===== src/rtl/tetris_pixel_fetch.sv =====
// Board-cell fetcher for the VGA output stage: one RAM read per group,
// expanded to a 16-pixel packed word ready before the group's load slot.
module tetris_pixel_fetch #(
    parameter int         BOARD_W     = 10,
    parameter int         BOARD_H     = 20,
    parameter int         H_ORG_GRP   = 8,
    parameter int         V_ORG       = 80,
    parameter int         CELL_SHIFT  = 4,
    parameter int         RAM_LAT     = 1,
    parameter int         FETCH_PHASE = 4,
    parameter logic [2:0] BG_COLOR    = 3'b000,
    parameter int         GRID_EN     = 1,
    parameter logic [2:0] GRID_COLOR  = 3'b111
) (
    input  logic        clk,
    input  logic        rst,
    output logic        ram_rd,
    output logic [7:0]  ram_addr,
    input  logic [2:0]  ram_data,
    output logic [47:0] pixels,
    output logic        vblank,
    output logic        frame_start
);

    localparam logic [10:0] H_LAST      = 11'd1600;
    localparam logic [9:0]  V_LAST      = 10'd521;
    localparam int          BOARD_LINES = BOARD_H << CELL_SHIFT;
    localparam int          LW          = (RAM_LAT > 1) ? $clog2(RAM_LAT) : 1;
    localparam logic [LW-1:0] LAT_END   = LW'(RAM_LAT - 1);

    if (FETCH_PHASE + RAM_LAT + 3 >= 63) begin : g_bad_phase
        $error("fetch does not finish before the group load slot");
    end
    if (RAM_LAT < 1) begin : g_bad_lat
        $error("RAM_LAT must be at least 1");
    end

    typedef enum logic [1:0] {IDLE, REQ, WAIT, BUILD} state_t;

    state_t          state_q, state_d;
    logic [10:0]     h_q, h_d;
    logic [9:0]      v_q, v_d;
    logic            ram_rd_q, ram_rd_d;
    logic [7:0]      addr_q, addr_d;
    logic            hit_q, hit_d;
    logic            edge_q, edge_d;
    logic [2:0]      color_q, color_d;
    logic [LW-1:0]   lat_q, lat_d;
    logic [47:0]     pixels_q, pixels_d;
    logic            vblank_q, vblank_d;
    logic            fs_q, fs_d;

    logic [5:0]      gx, col;
    logic [9:0]      dv;
    logic            h_on, v_on, hit, cell_edge;
    logic [7:0]      row8, addr_calc;
    logic [47:0]     word;

    assign ram_rd      = ram_rd_q;
    assign ram_addr    = addr_q;
    assign pixels      = pixels_q;
    assign vblank      = vblank_q;
    assign frame_start = fs_q;

    // Counters and geometry of the group being prepared (one ahead of display)
    always_comb begin
        h_d = h_q + 11'd1;
        v_d = v_q;
        if (h_q == H_LAST) begin
            h_d = '0;
            v_d = (v_q == V_LAST) ? '0 : v_q + 10'd1;
        end
        gx        = {1'b0, h_q[10:6]} + 6'd1;
        col       = gx - 6'(H_ORG_GRP);
        dv        = v_q - 10'(V_ORG);
        h_on      = (gx >= 6'(H_ORG_GRP)) && (col < 6'(BOARD_W));
        v_on      = (v_q >= 10'(V_ORG)) && (dv < 10'(BOARD_LINES));
        hit       = h_on && v_on;
        row8      = 8'(dv >> CELL_SHIFT);
        addr_calc = row8 * 8'(BOARD_W) + 8'(col);
        cell_edge = (dv[CELL_SHIFT-1:0] == '0);
        vblank_d  = !v_on;
        fs_d      = (h_q == '0) && (v_q == '0);
    end

    always_comb begin
        word = '0;
        for (int i = 0; i < 16; i++) begin
            if (GRID_EN != 0 && hit_q && color_q != 3'b000 &&
                (i == 0 || edge_q))
                word[i*3 +: 3] = GRID_COLOR;
            else
                word[i*3 +: 3] = color_q;
        end
    end

    always_comb begin
        state_d  = state_q;
        ram_rd_d = 1'b0;
        addr_d   = addr_q;
        hit_d    = hit_q;
        edge_d   = edge_q;
        color_d  = color_q;
        lat_d    = lat_q;
        pixels_d = pixels_q;
        unique case (state_q)
            IDLE: begin
                if (h_q[5:0] == 6'(FETCH_PHASE)) begin
                    state_d = REQ;
                    hit_d   = hit;
                    edge_d  = cell_edge;
                    if (hit) begin
                        ram_rd_d = 1'b1;
                        addr_d   = addr_calc;
                    end
                end
            end
            REQ: begin
                lat_d = '0;
                if (hit_q) begin
                    state_d = WAIT;
                end else begin
                    color_d = BG_COLOR;
                    state_d = BUILD;
                end
            end
            WAIT: begin
                if (lat_q == LAT_END) begin
                    color_d = ram_data;
                    state_d = BUILD;
                end else begin
                    lat_d = lat_q + 1'b1;
                end
            end
            BUILD: begin
                pixels_d = word;
                state_d  = IDLE;
            end
            default: state_d = IDLE;
        endcase
    end

    always_ff @(posedge clk) begin
        if (rst) begin
            state_q  <= IDLE;
            h_q      <= '0;
            v_q      <= '0;
            ram_rd_q <= 1'b0;
            addr_q   <= '0;
            hit_q    <= 1'b0;
            edge_q   <= 1'b0;
            color_q  <= '0;
            lat_q    <= '0;
            pixels_q <= '0;
            vblank_q <= 1'b1;
            fs_q     <= 1'b0;
        end else begin
            state_q  <= state_d;
            h_q      <= h_d;
            v_q      <= v_d;
            ram_rd_q <= ram_rd_d;
            addr_q   <= addr_d;
            hit_q    <= hit_d;
            edge_q   <= edge_d;
            color_q  <= color_d;
            lat_q    <= lat_d;
            pixels_q <= pixels_d;
            vblank_q <= vblank_d;
            fs_q     <= fs_d;
        end
    end

endmodule


===== config.mk =====
export PLATFORM = sky130hd
export DESIGN_NAME = tetris_pixel_fetch
export DESIGN_NICKNAME = d
export VERILOG_FILES = /design/src/rtl/tetris_pixel_fetch.sv
export SDC_FILE = /design/constraint.sdc
export NUM_CORES = 1
export LEC_CHECK = 0
export CAP_MARGIN = 10
export CELL_PAD_IN_SITES_DETAIL_PLACEMENT = 2
export CELL_PAD_IN_SITES_GLOBAL_PLACEMENT = 2
export CORE_AREA = 2 2 99 110
export CTS_CLUSTER_DIAMETER = 60
export DETAILED_ROUTE_END_ITERATION = 12
export DIE_AREA = 0 0 101 112
export GPL_ROUTABILITY_DRIVEN = 0
export GPL_TIMING_DRIVEN = 0
export PLACE_DENSITY = 0.77
export SYNTH_ARGS = -nofsm -noshare
export SYNTH_HDL_FRONTEND = slang
export SYNTH_SLANG_ARGS = --single-unit
export TNS_END_PERCENT = 30

===== constraint.sdc =====
create_clock -name clk -period 3.35 [get_ports clk]
set_input_delay 0.67 -clock clk [delete_from_list [all_inputs] [get_ports clk]]
set_output_delay 0.67 -clock clk [all_outputs]
set_load 0.005 [all_outputs]

==> impl_summary.md <==
Outcome
The run finished with clean final reports.

Final layout
The final layout net count is 448. The total inserted antenna cells is 0. From synthesis to final layout, the design area changed by 32.5%.

In the final layout, the share of cells above drive strength 1 is 0.182. Once layout is complete, the cells apart from fillers number 535. The number of fill cells in the layout is 1156.

The total non-filler cell area in the finished layout is 3950 µm².

Die
The initial utilization of the core area, before any placement, comes to 0.291. The die covers 11300 µm². The boundary pin count is 64. The core region is 10200 µm².

The die is 101 µm wide. Row generation in the floorplan step produced 39 rows. The floorplan step set the die height to 112 µm.

Synth
The Yosys step of the flow raised 0 warnings. In the synthesized netlist the dominant register cell turns out to be sky130_fd_sc_hd__dfxtp_1. Synthesis produced 342 cells. A synthesized cell averages 8.71 µm². The number of synthesized flops with an enable pin is 0. The cell taking the most area after synthesis is sky130_fd_sc_hd__dfxtp_1. The post-synthesis instance area is 2980 µm². The netlist uses 49 different library cells. Ranked by total cell area, the synthesized netlist is headed by sky130_fd_sc_hd__dfxtp_1 (30%), sky130_fd_sc_hd__ha_1 (13%), sky130_fd_sc_hd__buf_4 (11%). The flip-flop and latch count after synthesis is 45. The net count after synthesis is 379.

The sequential fraction of the synthesis area is 0.302. Among all cell types in the netlist, the one instantiated most often is sky130_fd_sc_hd__nor2_1. The async set-reset flop share out of synthesis is 0. After synthesis, the most frequently instantiated cells are sky130_fd_sc_hd__nor2_1 (48), sky130_fd_sc_hd__dfxtp_1 (45), sky130_fd_sc_hd__buf_4 (43), sky130_fd_sc_hd__ha_1 (30), sky130_fd_sc_hd__inv_1 (20). The share of Yosys cell area claimed by the top area cell type is 0.302.

Place
The total instance count after detailed placement is 527. The detailed placement HPWL is 6.17 mm. The placed instances occupy a cell area of 3750 µm². In this run the tool buffered the top-level ports with 62 buffer cells.

At the placement stage, the worst setup path has a slack of -0.123 ns.

Timing
The number of setup violations in the final report is 0. In the finished design, the share of the clock period the worst path needs comes to 0.917. The total count of max-transition violations in the final report is 0. For this run, the top clock speed supported by timing is 325 MHz. Setup repair after global routing left no endpoint under its margin.

The final worst clock skew is 0.00431 ns. Once routing completed, OpenROAD measured the worst setup slack at 0.277 ns. The clock period could shrink to 3.07 ns. The worst-case hold slack is 0.489 ns. The worst slew slack as a fraction of its limit is 0.584.

The pin slew with the least headroom to its limit is 0.625 ns. The number of endpoints with negative hold slack in the final report was 0.

Clock tree
The root buffer cell chosen for the clock tree is sky130_fd_sc_hd__clkbuf_16. Buffers inserted to repair hold after CTS numbered 0. For the worst-skew pair, the clock arrives at the later sink with an insertion delay of 0.29 ns. The tree built by TritonCTS fans out to 45 sinks. The clock buffer count from CTS is 5. TritonCTS built the clock tree. No sink is reached through more buffers than the 2 on the longest clock path. The number of buffers inserted by post-CTS setup repair is 0. The H-tree was split into 2 levels.

After clock tree synthesis, the clock-pin slew on the worst setup and hold paths is 0.07 ns.

Worst setup path
The signal on the critical path passes through inv_2 > ha_1 > nand2b_1 > nor2b_2 > ha_1 > ha_1 > fa_1 > ha_1 > nor2b_1 > o21ai_1 > xnor3_1 > o21a_1. Among the stages of the critical path, the cell type that occurs most often is sky130_fd_sc_hd__ha_1. For the worst setup path, the data required time is 3.53 ns.

The cell with the largest stage delay on the worst path is sky130_fd_sc_hd__fa_1. The kind of cell with the highest combined delay along the critical path is adder cells. The largest fanout on the critical path is 6. STA classifies the critical path startpoint as a flip-flop. Data on the critical path arrives at its endpoint at 3.26 ns.

In this design, the stage delay of the slowest critical-path cell is 0.45 ns. The kind of end point of the critical path is a flip-flop. The number of buffers and inverters on the critical path is 1. By startpoint and endpoint, the worst setup path is classified as reg -> reg.

Power and ir drop
Of the total power, registers draw 0.425. The share of total power dissipated in combinational logic is 0.146. The share of total power dissipated in the clock network is 0.428.

The total power is 1.34 mW. The worst-case IR drop observed on VDD is 177 µV. The analysis attributes to cell leakage a power of 1.66 nW. The switching portion of total power is 0.251. For this design the total switching power over the nets is 0.337 mW.

Cell internal power was estimated by the tool at 1.01 mW. The power density over cell area is 340 nW/µm².

GRT
The remaining global-route overflow is 0. For this run, the total global-route usage over all layers was measured as 0.146. The wire length of the first global-routing pass is 13.1 mm. The largest net degree at the start of global routing is 17. The number of antenna violations at the first check in global routing is 0.

The number of global-route vias before repair is 2692.

Route
In the routed layout, each cell is associated on average with a via count of 4.69. The number of vias in the routed layout is 2510. After detailed routing, the total wire length is 7.94 mm.

The number of search-and-repair iterations in the first detailed-routing pass is 3. Once detail routing completed, the nets flagged for antenna violations numbered 0. The final routed wire length divided by cell count is 14.8 µm. The number of remaining DRC errors is 0. The starting DRC count in detailed routing is 59.

Flow run
The number of violations of the max-capacitance limit is 0.

Min path
The worst hold path class is reg -> reg.
-- flip-flops by register name, indices dropped and copies added, names as in the netlist --
signal       cells
h_q             11
v_q             10
ram_addr         8
pixels           6
color_q          3
state_q          2
edge_q           1
frame_start      1
hit_q            1
ram_rd           1
vblank           1
-- metal layers --
layer	vias to the layer above	global-route usage	part of all wire
met5	-	0	0
met4	0	0.0477	0.020
met3	13	0.0257	0.045
met2	65	0.277	0.52
met1	1201	0.162	0.42
li1	1231	-	-
-- final timing paths --
check / from / to / slack, ns / cells after the start
setup / recovery: v_q[4] / ram_addr[7] / 0.28 / 12
setup reg to reg: v_q[4] / ram_addr[7] / 0.28 / 12
hold / removal: h_q[0] / h_q[0] / 0.49 / 1
hold reg to reg: h_q[0] / h_q[0] / 0.49 / 1
-- power by group through the flow --
stage,clock [mW],combinational (mW),sequential (mW)
2_1_floorplan,0,0.121,0.579
3_3_place_gp,0,0.186,0.583
3_5_place_dp,0,0.196,0.585
4_1_cts,0.587,0.202,0.573
5_1_grt,0.615,0.222,0.574
6_report,0.576,0.196,0.572
-- layout make-up --
type                            instances  area, µm²  area share
Multi-Input combinational cell        220       1600       0.405
Sequential cell                        45        905       0.229
Timing Repair Buffer                   62        621       0.157
Buffer                                 57        428       0.108
Tap cell                              123        154      0.0390
Clock buffer                            5        125      0.0317
Inverter                               20       75.1      0.0190
Clock inverter                          3       43.8      0.0111
-- logic make-up after synthesis --
family	count (synthesis)	synth area share
compound gates	37	0.0793
xor+xnor	27	0.0840
fa+ha+maj	32	0.139
buf+inv	77	0.169
flops	45	0.302
mux	8	0.0269
simple gates	116	0.199
-- worst reg2reg max path, cell delays in order, from the launching register on --
cell                       delay (ns)
sky130_fd_sc_hd__dfxtp_2         0.38
sky130_fd_sc_hd__inv_2           0.09
sky130_fd_sc_hd__ha_1            0.23
sky130_fd_sc_hd__nand2b_1        0.18
sky130_fd_sc_hd__nor2b_2         0.20
sky130_fd_sc_hd__ha_1            0.18
sky130_fd_sc_hd__ha_1            0.21
sky130_fd_sc_hd__fa_1            0.45
sky130_fd_sc_hd__ha_1            0.33
sky130_fd_sc_hd__nor2b_1         0.15
sky130_fd_sc_hd__o21ai_1         0.16
sky130_fd_sc_hd__xnor3_1         0.24
sky130_fd_sc_hd__o21a_1          0.17
-- per-stage QoR --
step	utilization	setup TNS, ns
floorplan	-	0
global placement	0.366	-0.0286
detailed placement	0.366	-0.123
CTS	0.383	0
global route	0.385	0
finish	0.385	0
-- cell usage in the layout (no fill, tap or decap), drive strengths merged, types with 2 or more instances in the layout --
master | synthesis | layout
xnor2 | 16 | 16
nor2b | 4 | 4
o21a | 2 | 2
or3 | 4 | 4
ha | 30 | 30
o21ai | 8 | 8
fa | 2 | 2
a22oi | 3 | 3
a21o | 3 | 3
a21oi | 13 | 13
xor2 | 10 | 10
nor3b | 2 | 2
and4 | 2 | 2
mux2i | 8 | 8
clkdlybuf4s50 | 0 | 62
a211oi | 2 | 2
nand4 | 5 | 5
and3 | 4 | 4
inv | 20 | 21
buf | 47 | 47
nor3 | 9 | 9
nand3 | 9 | 9
nor2 | 48 | 48
clkbuf | 9 | 14
nor4b | 4 | 4
nand2 | 18 | 18
o21bai | 2 | 2
dfxtp | 45 | 45
nand2b | 2 | 2
-- what timing repair did --
item | in CTS | in global routing
resized for setup | 3 | 5
setup endpoints to repair | 1 | 1
pin swaps | 0 | 2
Power figures use the tool's default switching activity.
